===== config.mk =====
export PLATFORM = sky130hd
export DESIGN_NAME = ethernet_crc32_byte
export DESIGN_NICKNAME = d
export VERILOG_FILES = /design/src/rtl/ethernet_rx_pkg.sv /design/src/rtl/ethernet_crc32_byte.sv
export SDC_FILE = /design/constraint.sdc
export NUM_CORES = 1
export LEC_CHECK = 0
export BUFFER_PORTS_ARGS = -buffer_cell sky130_fd_sc_hd__buf_2
export CAP_MARGIN = 10
export CORE_ASPECT_RATIO = 1.4
export CORE_UTILIZATION = 42
export DETAILED_ROUTE_END_ITERATION = 10
export GPL_TIMING_DRIVEN = 1
export PLACE_DENSITY = 0.83
export SYNTH_ARGS = -nofsm -noshare
export SYNTH_HDL_FRONTEND = slang
export SYNTH_SLANG_ARGS = --single-unit
export TNS_END_PERCENT = 1

===== constraint.sdc =====
create_clock -name vclk -period 2.32
set_input_delay 0.464 -clock vclk [all_inputs]
set_output_delay 0.464 -clock vclk [all_outputs]
set_load 0.02 [all_outputs]

===== src/rtl/ethernet_rx_pkg.sv =====
// Shared constants and types for the GMII receive framer and its CRC helper.
package ethernet_rx_pkg;

    localparam logic [1:0] ST_DROP     = 2'd0;
    localparam logic [1:0] ST_IDLE     = 2'd1;
    localparam logic [1:0] ST_PREAMBLE = 2'd2;
    localparam logic [1:0] ST_DATA     = 2'd3;

    localparam logic [7:0]  PREAMBLE_BYTE = 8'h55;
    localparam logic [7:0]  SFD_BYTE      = 8'hD5;
    localparam logic [31:0] CRC_POLY      = 32'hEDB88320;
    localparam logic [31:0] CRC_INIT      = 32'hFFFFFFFF;
    localparam logic [31:0] CRC_RESIDUE   = 32'hDEBB20E3;

    // Four FCS bytes plus the one being forwarded.
    localparam int HOLD_DEPTH = 5;

    typedef struct packed {
        logic good;
        logic crc_err;
        logic len_err;
        logic phy_err;
    } rx_status_t;

endpackage


===== src/rtl/ethernet_crc32_byte.sv =====
// One byte step of the reflected Ethernet CRC-32; also used by the TX FCS generator.
module ethernet_crc32_byte
    import ethernet_rx_pkg::*;
(
    input  logic [31:0] crc_i,
    input  logic [7:0]  data_i,
    output logic [31:0] crc_o
);

    logic [31:0] c_w;

    always_comb begin
        c_w = crc_i ^ {24'h0, data_i};
        for (int i = 0; i < 8; i++) begin
            c_w = c_w[0] ? ((c_w >> 1) ^ CRC_POLY) : (c_w >> 1);
        end
        crc_o = c_w;
    end

endmodule


==> flow_summary.toml <==
[worst_setup_path]
critPathRequiredTime_ns = 1.86
cp.depth = 5
cp_slowest_cell = "xnor3_2"
crit_family = "XOR/XNOR gates"
cp_cell_sequence = "buf_2 > xor2_2 > xnor3_2 > xor3_1 > buf_2"
critical_path.endpoint_type = "output pin"
slowest_delay_ns = 0.50
cp_data_arrival_time_ns = 1.80
start_kind = "input port"
cp_common_cell = "buf_2"
crit_type = "input port to output pin"
critPathBufInv = 2
path_max_fanout = 3

[floorplanning]
dieArea_um2 = 2400
core_area_um2 = 2020
die_w_um = 41.7
boundaryPins = 72
die_y_um = 57.5
num_rows = 19
start_util_pct = 45.8

[run_status]
status = "finished clean"

[min_path]
min_path_cells = 3
min_from = "crc_i[20]"
hold_path_class = "input port to output pin"
min_to = "crc_o[12]"

[timing]
finalHoldViolations = 0
rsz0062_at_grt = "false"
tightest_slew_ns = 0.439
period_needed_ns = 2.27
setup_viol = 0
slew-limit-headroom_pct = 70.5
max_freq_mhz = 441
period_share_pct = 97.6
slew_viol_final = 0

[layout]
drive_gt1_share_pct = 65.8
regArea_um2 = 0
nNetsFinal = 200
diodes = 0
synthToLayoutAreaGrowth_pct = 59.9
clkbuf_count = 0
numSequentialCells = 0
stdcell_count = 179

[global_route]
antenna_found_initial = 0
grt_pass1_wl_mm = 3.25
gr-total-overflow = 0
grt_pass1_vias = 807
grt_max_degree = 7
grt_usage_pct = 17.0

[detailed_routing]
drc = 0
wl_per_cell_um = 11.4
drtIter0Drc = 2
via_per_inst = 4.46
vias = 798
ant_nets = 0
first_pass_iters = 4
wirelength_mm = 2.04

[power]
power_density_nw_per_um2 = 782
power_w = 0.00116
peakVddDrop_uv = 566
p_leak_nw = 0.825

[place]
dp.cells = 179
io_buffers = 72
gp_congestion = 0.722
hpwl_mm = 1.89

[yosys]
synth_top_area_share_pct = 28.4
yosysSeqAreaShare_pct = 0
syn-num-nets = 107
synth_area_per_cell_um2 = 13.8
yosysTopAreaCell = "xnor2_1"
synth.area.top_cells = "xnor2_1 (28%), xnor3_1 (24%), xor3_1 (13%)"
yosys_warnings = 0
yosysMostFrequentCell = "xnor2_1"
syn_inst = 67
synth_common_cells = "xnor2_1 (30), xnor3_1 (10), xor2_1 (9)"
ys_types = 10
syn_area_um2 = 925

[job]
drv_cap = 0

[clock_tree]
postCtsHoldBufs = 0
[cells in the final DEF (no fill, tap or decap)]
master | synthesis | routed
xnor3_1 | 10 | 10
xnor3_4 | 1 | 1
inv_1 | 1 | 1
xor2_2 | 2 | 3
xnor2_2 | 6 | 5
xnor3_2 | 1 | 1
xnor2_1 | 30 | 30
buf_6 | 0 | 1
xnor2_4 | 2 | 3
xor2_1 | 9 | 8
buf_4 | 0 | 19
buf_2 | 0 | 71
xor3_1 | 5 | 5
[repair_timing]
action | 4_1_cts | 5_1_grt
setup buffers | 0 | 0
resized for setup | 1 | 3
gates cloned | 0 | 0
endpoints found under the setup margin | 4 | 1
pin swaps | 1 | 3
[final cells by class]
type	instances	area (µm²)
Tap cell	21	26.3
Timing Repair Buffer	91	509
Fill cell	159	542
Inverter	1	3.75
Multi-Input combinational cell	66	940
[per-stage QoR]
| stage | setup TNS, ns | setup WS (ns) | cell area, µm² | util, % | hold slack [ns] |
|---|---|---|---|---|---|
| after floorplan | 0 | 0.0615 | 925 | - | 1.07 |
| after global routing | 0 | 0.00804 | 1480 | 73.2 | 1.23 |
| after detailed placement | -0.172 | -0.0615 | 1450 | 72.0 | 1.22 |
| after global placement | -0.0670 | -0.0330 | 1450 | 72.0 | 1.21 |
| after CTS | -0.0248 | -0.0248 | 1470 | 72.5 | 1.22 |
| final | 0 | 0.0547 | 1480 | 73.2 | 1.22 |
[kinds of logic after synthesis]
| logic type | synth area share [%] |
|---|---|
| buf+inv | 0.406 |
| xor+xnor | 99.6 |
[layer usage]
| layer | up-vias | track usage (%) | wire [µm] |
|---|---|---|---|
| met5 | - | 0 | 0 |
| met4 | 0 | 0 | 0 |
| met3 | 0 | 1.58 | 135 |
| met2 | 39 | 39.1 | 1280 |
| met1 | 362 | 15.9 | 632 |
| li1 | 397 | - | - |
[worst max-delay path by stage]
stage / startpoint / to / slack, ns
detailed placement: data_i[3] / crc_o[25] / -0.06
floorplan: data_i[3] / crc_o[5] / 0.06
CTS: data_i[5] / crc_o[24] / -0.02
global placement: data_i[2] / crc_o[24] / -0.03
finish: crc_i[2] / crc_o[21] / 0.05
global route: crc_i[2] / crc_o[26] / 0.008
[report_power, final]
part	internal (W)	switching, W	leakage (nW)
sequential	0	0	0
clock	0	0	0
combinational	0.000565	0.000591	0.825
Note: power is estimated with default switching activity, not from simulation.
